File: config.mk
export PLATFORM = sky130hd
export DESIGN_NAME = fma16_round
export DESIGN_NICKNAME = d
export VERILOG_FILES = /design/src/rtl/fma16_pkg.sv /design/src/rtl/fma16_rnd_decide.sv /design/src/rtl/fma16_round.sv
export SDC_FILE = /design/constraint.sdc
export NUM_CORES = 1
export LEC_CHECK = 0
export CAP_MARGIN = 30
export CORE_ASPECT_RATIO = 0.75
export CORE_MARGIN = 2
export CORE_UTILIZATION = 52
export CTS_CLUSTER_SIZE = 30
export DETAILED_ROUTE_END_ITERATION = 12
export HOLD_SLACK_MARGIN = 0.02
export PLACE_DENSITY = 0.95
export REMOVE_ABC_BUFFERS = 1
export SYNTH_ARGS = -nofsm -noshare
export SYNTH_HDL_FRONTEND = slang
export SYNTH_SLANG_ARGS = --single-unit
File: constraint.sdc
create_clock -name clk -period 9.15 [get_ports clk]
set_clock_uncertainty 0.05 [all_clocks]
set_input_delay 1.3725 -clock clk [delete_from_list [all_inputs] [get_ports clk]]
set_output_delay 1.3725 -clock clk [all_outputs]
set_load 0.02 [all_outputs]
File: src/rtl/fma16_pkg.sv
// Shared types and constants for the half-precision FMA rounding stage.
package fma16_pkg;
  typedef enum logic [1:0] {
    RZ  = 2'b00,
    RNE = 2'b01,
    RM  = 2'b10,
    RP  = 2'b11
  } roundmode_t;

  typedef enum logic [1:0] {
    NSIG_NONE = 2'b00,
    NSIG_PROD = 2'b01,
    NSIG_ADD  = 2'b10
  } nsig_t;

  localparam logic [15:0] POS_INF = 16'h7C00;
  localparam logic [15:0] MAX_FIN = 16'h7BFF;
  localparam int          BIAS    = 15;
endpackage

File: src/rtl/fma16_rnd_decide.sv
// Rounding decision: increment/decrement of the truncated magnitude and the inexact flag.
module fma16_rnd_decide
  import fma16_pkg::*;
(
  input  logic       i_l0,
  input  logic       i_g,
  input  logic       i_s,
  input  logic       i_sign,
  input  logic       i_ksign,
  input  nsig_t      i_nsig,
  input  roundmode_t i_rm,
  output logic       o_inc,
  output logic       o_dec,
  output logic       o_nx
);
  always_comb begin
    o_inc = 1'b0;
    o_dec = 1'b0;
    o_nx  = 1'b0;
    if (i_nsig == NSIG_NONE) begin
      o_nx = i_g | i_s;
      case (i_rm)
        RNE:     o_inc = i_g & (i_s | i_l0);
        RM:      o_inc = i_sign & (i_g | i_s);
        RP:      o_inc = ~i_sign & (i_g | i_s);
        default: o_inc = 1'b0;
      endcase
    end else begin
      // Killed operand is a tiny nudge above or below |sum| depending on its sign.
      o_nx = 1'b1;
      if (i_ksign == i_sign)
        o_inc = ((i_rm == RP) & ~i_sign) | ((i_rm == RM) & i_sign);
      else
        o_dec = (i_rm == RZ) | ((i_rm == RP) & i_sign) | ((i_rm == RM) & ~i_sign);
    end
  end
endmodule

File: src/rtl/fma16_round.sv
// Two-stage valid/ready rounding stage producing binary16 results, flags and an inexact count.
module fma16_round
  import fma16_pkg::*;
#(
  parameter int NE   = 5,
  parameter int NF   = 10,
  parameter int SW   = 34,
  parameter int CNTW = 16
) (
  input  logic             clk,
  input  logic             reset_n,
  input  logic             in_valid,
  output logic             in_ready,
  input  logic [NE+NF:0]   sum,
  input  logic [SW-1:0]    fullSum,
  input  logic [1:0]       nSigFlag,
  input  logic             ksign,
  input  logic [1:0]       roundmode,
  output logic             out_valid,
  input  logic             out_ready,
  output logic [NE+NF:0]   result,
  output logic [1:0]       flags,
  output logic [CNTW-1:0]  nx_count
);
  localparam int MW = NE + NF;

  logic            r_s1_valid, r_s2_valid;
  logic [MW:0]     r_sum;
  logic            r_l0, r_g, r_s, r_zero, r_ksign;
  nsig_t           r_nsig;
  roundmode_t      r_rm;
  logic [MW:0]     r_result;
  logic [1:0]      r_flags;
  logic [CNTW-1:0] r_nx_count;

  logic            w_en2, w_sign, w_inc, w_dec, w_nx, w_of, w_inf;
  logic [MW-1:0]   w_r;
  logic [MW:0]     w_res;
  logic [1:0]      w_flg;

  assign w_en2     = ~r_s2_valid | out_ready;
  assign in_ready  = ~r_s1_valid | w_en2;
  assign out_valid = r_s2_valid;
  assign result    = r_result;
  assign flags     = r_flags;
  assign nx_count  = r_nx_count;

  // Only the rounding-relevant reductions of the significand are kept in stage 1.
  always_ff @(posedge clk) begin
    if (in_valid & in_ready) begin
      r_sum   <= sum;
      r_l0    <= fullSum[SW-1-NF];
      r_g     <= fullSum[SW-2-NF];
      r_s     <= |fullSum[SW-3-NF:0];
      r_zero  <= (fullSum == '0);
      r_nsig  <= nsig_t'(nSigFlag);
      r_ksign <= ksign;
      r_rm    <= roundmode_t'(roundmode);
    end
  end

  assign w_sign = r_sum[MW];

  fma16_rnd_decide u_decide (
    .i_l0    (r_l0),
    .i_g     (r_g),
    .i_s     (r_s),
    .i_sign  (w_sign),
    .i_ksign (r_ksign),
    .i_nsig  (r_nsig),
    .i_rm    (r_rm),
    .o_inc   (w_inc),
    .o_dec   (w_dec),
    .o_nx    (w_nx)
  );

  // Fraction carry ripples into the exponent through the plain magnitude add.
  assign w_r   = r_sum[MW-1:0] + MW'(w_inc) - MW'(w_dec);
  assign w_of  = &w_r[MW-1:NF];
  assign w_inf = (r_rm == RNE) | ((r_rm == RP) & ~w_sign) | ((r_rm == RM) & w_sign);

  always_comb begin
    w_res = {w_sign, w_r};
    w_flg = {1'b0, w_nx};
    if (r_zero && (r_nsig == NSIG_NONE)) begin
      w_res = r_sum;
      w_flg = 2'b00;
    end else if (w_of) begin
      w_res = {w_sign, (w_inf ? POS_INF[MW-1:0] : MAX_FIN[MW-1:0])};
      w_flg = 2'b11;
    end
  end

  always_ff @(posedge clk) begin
    if (!reset_n) begin
      r_s1_valid <= 1'b0;
      r_s2_valid <= 1'b0;
      r_result   <= '0;
      r_flags    <= '0;
      r_nx_count <= '0;
    end else begin
      if (in_ready) r_s1_valid <= in_valid;
      if (w_en2) begin
        r_s2_valid <= r_s1_valid;
        if (r_s1_valid) begin
          r_result <= w_res;
          r_flags  <= w_flg;
        end
      end
      if (r_s2_valid & out_ready & r_flags[0] & ~&r_nx_count)
        r_nx_count <= r_nx_count + 1'b1;
    end
  end
endmodule
# ---- Word-level counts from Yosys, hierarchy flattened
# Index checks and enable logic that the tools add are counted.
dict set report classes {
  n_addsub 3
  n_eq_ne 4
  muxes 11
  n_bitwise 23
  reduce_logical 9
}
# cell n
set op_table {}
lappend op_table {{$logic_not A34 Y1} 1}
lappend op_table {{$mux W15} 2}
lappend op_table {{$reduce_or A22 Y1} 1}
lappend op_table {{$add A16 B1 Y16 const B} 1}
lappend op_table {{$reduce_and A16 Y1} 1}
lappend op_table {{$add A15 B1 Y15} 1}
lappend op_table {{$sub A15 B1 Y15} 1}
lappend op_table {{$and A1 B1 Y1} 11}
lappend op_table {{$mux W11} 1}
lappend op_table {{$or A1 B1 Y1} 9}
lappend op_table {{$mux W1} 5}
lappend op_table {{$reduce_and A5 Y1} 1}
lappend op_table {{$eq A2 B2 Y1 const B} 2}
lappend op_table {{$logic_not A2 Y1} 2}
lappend op_table {{$mux W2} 2}
lappend op_table {{$not A1 Y1} 3}
lappend op_table {{$pmux W1 S3} 1}
lappend op_table {{$eq A2 B1 Y1 const B} 1}
lappend op_table {{$reduce_and A2 Y1} 1}
lappend op_table {{$eq A1 B1 Y1} 1}
lappend op_table {{$logic_and A1 B1 Y1} 1}
lappend op_table {{$logic_not A1 Y1} 1}
dict set report word_totals {
  regBits 61
  inputBits 59
  output_inout_bits 36
  wordCells 63
}

# ---- Logic depth before layout (Yosys ltp)
dict set report depth {
  word_depth 10
  mapped_depth 20
  mapped_depth_nobuf 18
}

# ---- By module
# From an unflattened synthesis, not the netlist that was laid out.
dict set report hier_totals {
  hier_cells 358
  hier_area_um2 3389.5
}
# mod instances cells_per_inst area_each_um2 seq_area_each_um2
set modules_own_cells {}
lappend modules_own_cells {fma16_round 1 343 3275.6 1471.4}
lappend modules_own_cells {fma16_rnd_decide 1 15 113.9 0.0}

# ---- Least setup slack after synthesis
# No wires, ideal clock.
dict set report synth_timing {
  kind {register -> register}
  start {reg r_rm[0]}
  end {reg r_result[2] (netlist: result[2])}
  setup_time_ps 139
  t_arrival_ps 3511
  required_ps 8961
  setup_slack_ps 5449
  path_stages_with_launch 18
  path_buffers 1
  period_less_slack_ps 3701
  path_cell_list {edfxtp_1 and2_1 ha_1 o22ai_1 a21oi_1 ha_1 inv_1 ha_1 inv_1 fa_1 nor2b_1 o2111ai_1 a211oi_1 nor4_1 or2_0 buf_2 a31oi_4 a211oi_2}
}
dict set report synth_via {
  elab_chain_len 10
  elab_cells_between_ends 24
  cone_classes {add/sub: 2; eq/ne: 3; mux: 8; bitwise: 9; reduce/logical: 2}
}
# item line
set synth_rtl {}
lappend synth_rtl {{start, declared} fma16_round.sv:31} ;# roundmode_t r_rm;
lappend synth_rtl {{start signal, assigned} fma16_round.sv:58} ;# r_rm <= roundmode_t'(roundmode);
lappend synth_rtl {{$eq A2 B2 Y1} -}
lappend synth_rtl {{$and A1 B1 Y1, on equally long branches} {fma16_rnd_decide.sv:32, fma16_round.sv:80, fma16_rnd_decide.sv:34}}
lappend synth_rtl {{$or A1 B1 Y1, on equally long branches} {fma16_rnd_decide.sv:32, fma16_rnd_decide.sv:34}}
lappend synth_rtl {{$mux W1 or $or A1 B1 Y1 (tied branches)} {fma16_rnd_decide.sv:31, fma16_rnd_decide.sv:34}}
lappend synth_rtl {{$mux W1, on equally long branches} {fma16_rnd_decide.sv:20, fma16_rnd_decide.sv:31}}
lappend synth_rtl {{$add A15 B1 Y15 or $mux W1 (tied branches)} {fma16_round.sv:78, fma16_rnd_decide.sv:20}}
lappend synth_rtl {{$sub A15 B1 Y15} fma16_round.sv:78} ;# assign w_r = r_sum[MW-1:0] + MW'(w_inc) - MW'(w_dec);
lappend synth_rtl {{$reduce_and A5 Y1} fma16_round.sv:79} ;# assign w_of = &w_r[MW-1:NF];
lappend synth_rtl {{$mux W15 (*)} fma16_round.sv:88} ;# end else if (w_of) begin
lappend synth_rtl {{$mux W15 (*)} fma16_round.sv:85} ;# if (r_zero && (r_nsig == NSIG_NONE)) begin
lappend synth_rtl {{end signal, assigned} fma16_round.sv:106} ;# r_result <= w_res;
lappend synth_rtl {{end, declared} fma16_round.sv:32} ;# logic [MW:0] r_result;
# Mark *: on every way between the ends. The rest lies on a longest branch, timed or not.
# A chain may end at the register's enable or synchronous reset.

# ---- Worst setup path in the final report
dict set report layout_timing {
  start {reg r_rm[0]}
  end {reg r_result[9] (netlist: result[9])}
}
# The elaborated chain is that of the path after synthesis.

==> impl_metrics.json <==
{
  "core-area_sq_um": 6260,
  "synth.avg_cell_area_sq_um": 9.47,
  "detailed_place_hpwl_mm": 6.63,
  "synth_ff_type": "dfxtp_1",
  "irDropWorstVdd_v": 0.0000804,
  "ys_seq_area_share_pct": 44.0,
  "async_reset_ff_share_pct": 0,
  "cap_violations": 0,
  "drive_gt1_share_pct": 7.21,
  "place.gp.congestion": 0.946,
  "grtUsageTotal_pct": 25.5,
  "drt_first_pass_iters": 5,
  "worstSetupEndpointType": "register",
  "routed_wl_mm": 8.67,
  "clock-root-buffer": "clkbuf_8",
  "yosysUniqueCellTypes": 51,
  "ctsHoldBuffers": 0,
  "fp.dieH_microns": 73.4,
  "grt_pass1_vias": 3068,
  "wl_per_cell_microns": 16.1,
  "leakagePower_uw": 0.00170,
  "path_buf_inv": 3,
  "synth_edf_count": 25,
  "cts_buffer_depth": 2,
  "fmax_ghz": 0.210,
  "insertion_delay_ns": 0.34,
  "boundaryPins": 95,
  "slew_viol_final": 0,
  "relSlewSlack_pct": 41.4,
  "cts.sinks": 61,
  "synthCells": 353,
  "min_path_type": "register to register",
  "htree_levels": 3,
  "r2r_setup_slack_ns": 4.39,
  "status": "finished clean",
  "layout.nets": 531,
  "dr.first_iter.drc_count": 257,
  "tightest_slew_ns": 0.871,
  "post_cts_buffers": 0,
  "required_ns": 9.30,
  "max_stage_delay_ns": 0.63,
  "powerDensity_nw_per_um2": 148,
  "port_buffers": 94,
  "antenna_found_initial": 0,
  "vias_per_cell": 5.81,
  "grt.overflow.total": 0,
  "crit_family": "compound AO/OA/AOI/OAI gates",
  "cts_made_buffers": 9,
  "cts_tree": "done",
  "dieArea_sq_um": 7090,
  "cts_resized": 0,
  "grt_max_degree": 26,
  "ys_warn_count": 0,
  "tns_ns": 0,
  "fp-row-count": 25,
  "drcViolationCount": 0,
  "yosys_register_bits": 61,
  "crit_cells": 18,
  "crit_chain": "and2_1, ha_1, inv_1, a21oi_1, nor2_1, nor3b_1, ha_1, inv_1, ha_1, inv_1, fa_1, nor2b_1, o2111ai_1, a211oi_1, o31a_1, or2_0, a41o_1, a211oi_2",
  "setup_violations": 0,
  "placed_area_sq_um": 4390,
  "rsz0062_at_grt": "no",
  "hold_viol": 0,
  "critPathKind": "register to register",
  "cp_slowest_cell": "a41o_1",
  "hold_depth": 2,
  "route.vias.total": 3133,
  "worstHoldEndpoint": "result[13]",
  "r2r_start": "r_rm[0]",
  "syn-cell-area_sq_um": 3340,
  "antenna_left": 0,
  "period_share_pct": 52.0,
  "die_w_microns": 96.6,
  "timing.rr.end": "result[9]",
  "stdcell_area_sq_um": 4560,
  "grt_pass1_wl_mm": 13.6,
  "start_util_pct": 53.4,
  "cp_max_fo": 10,
  "crit_arrival_ns": 4.91,
  "rr_worst_depth": 18,
  "min_from": "result[13]",
  "syn_to_final_growth_pct": 36.5,
  "worst_setup_path_start_kind": "register",
  "clk_pin_slew_ns": 0.07,
  "diodes": 0,
  "fin_crit_ns": 4.76
}
area by class of cell:
class	count	area [sq um]
Tap cell	81	101
Fill cell	455	1690
Multi-Input combinational cell	260	1740
Inverter	25	93.8
Timing Repair Buffer	96	976
Sequential cell	61	1470
Clock buffer	12	155
Clock inverter	4	21.3
registers in the layout (all words and copies together) (netlist names):
name        count
nx_count       16
r_sum          16
result         16
flags           2
r_nsig          2
r_rm            2
out_valid       1
r_g             1
r_ksign         1
r_l0            1
r_s             1
r_s1_valid      1
r_zero          1
placed cells by master, fill, tap and decap left out, types with 2 or more instances in the layout:
cell type,synthesis,final
a21o_1,4,4
o22ai_1,8,8
nand4_1,8,8
nor2b_1,7,7
ha_1,18,18
a31oi_1,4,4
xnor2_1,8,8
nand3_1,15,15
o211ai_1,4,4
inv_1,24,24
nand2_1,30,30
nor4_1,10,10
a211oi_1,5,5
and3_1,5,5
and2_1,5,5
or4_1,2,2
edfxtp_1,25,25
clkinv_2,0,3
a21oi_1,24,24
dfxtp_1,36,36
or3_1,3,3
nor3_1,3,3
nor2_1,35,35
xor2_1,17,17
nand2b_1,2,2
a211oi_2,12,12
clkdlybuf4s50_1,0,94
clkbuf_8,0,11
o21ai_0,10,10
worst register-to-register path: cells and delay by family (launching register included):
family                   cells  cell delay [ns]
AO/OA/AOI/OAI                6             1.87
flip-flops                   1             0.44
adder cells (fa/ha/maj)      4             1.05
buffers and inverters        3             0.18
AND/OR/NAND/NOR              5             1.04
worst max path at each step:
stage                      endpoint  startpoint
final                     result[9]     r_rm[0]
after global routing      result[0]     r_rm[1]
after CTS                 result[9]     r_rm[0]
after detailed placement  result[9]     r_rm[1]
after global placement     in_ready   out_ready
after floorplan           result[0]     r_rm[0]
report_power, final:
group,switching (uW),total (uW),internal (uW)
Clock,106,218,112
Sequential,9.10,306,297
Combinational,79.0,150,70.8
Total,194,673,480
cells by family after synthesis:
| logic type | count (synthesis) | share of synthesized area, % |
|---|---|---|
| compound gates | 85 | 18.9 |
| xor+xnor | 25 | 6.55 |
| fa+ha+maj | 19 | 7.34 |
| buf+inv | 32 | 3.85 |
| flops | 61 | 44.0 |
| mux | 1 | 0.299 |
| simple gates | 130 | 19.0 |
layer usage:
layer,up-vias,global-route usage (%),share of wire (%),wire [microns]
li1,1490,-,-,-
met1,1491,31.9,41,3560
met2,133,42.8,51,4390
met3,19,6.56,6.5,561
met4,0,9.39,1.8,159
met5,-,0,0,0
stage by stage:
stage	utilization, %	hold WS (ns)	instances	setup slack, ns	power (uW)
5_1_grt	72.9	0.434	539	4.17	699
3_5_place_dp	70.1	0.397	523	4.58	459
2_1_floorplan	-	0.446	346	5.31	397
3_3_place_gp	69.7	0.394	522	5.05	451
6_report	72.9	0.411	539	4.39	673
4_1_cts	72.9	0.406	539	4.52	675
cells in the mapped netlist, types with 2 or more instances:
cell type,count,share of area [%]
a211oi_1,5,1.1
a211oi_2,12,4.5
a21o_1,4,0.90
a21oi_1,24,3.6
a31oi_1,4,0.75
and2_1,5,0.94
and3_1,5,0.94
clkbuf_1,5,0.56
dfxtp_1,36,22
edfxtp_1,25,22
ha_1,18,6.7
inv_1,24,2.7
nand2_1,30,3.4
nand2b_1,2,0.37
nand3_1,15,2.2
nand4_1,8,1.5
nor2_1,35,3.9
nor2b_1,7,1.3
nor3_1,3,0.45
nor4_1,10,1.9
o211ai_1,4,0.90
o21ai_0,10,1.5
o22ai_1,8,1.5
or3_1,3,0.56
or4_1,2,0.45
xnor2_1,8,2.1
xor2_1,17,4.5
Power figures use the tool's default switching activity.
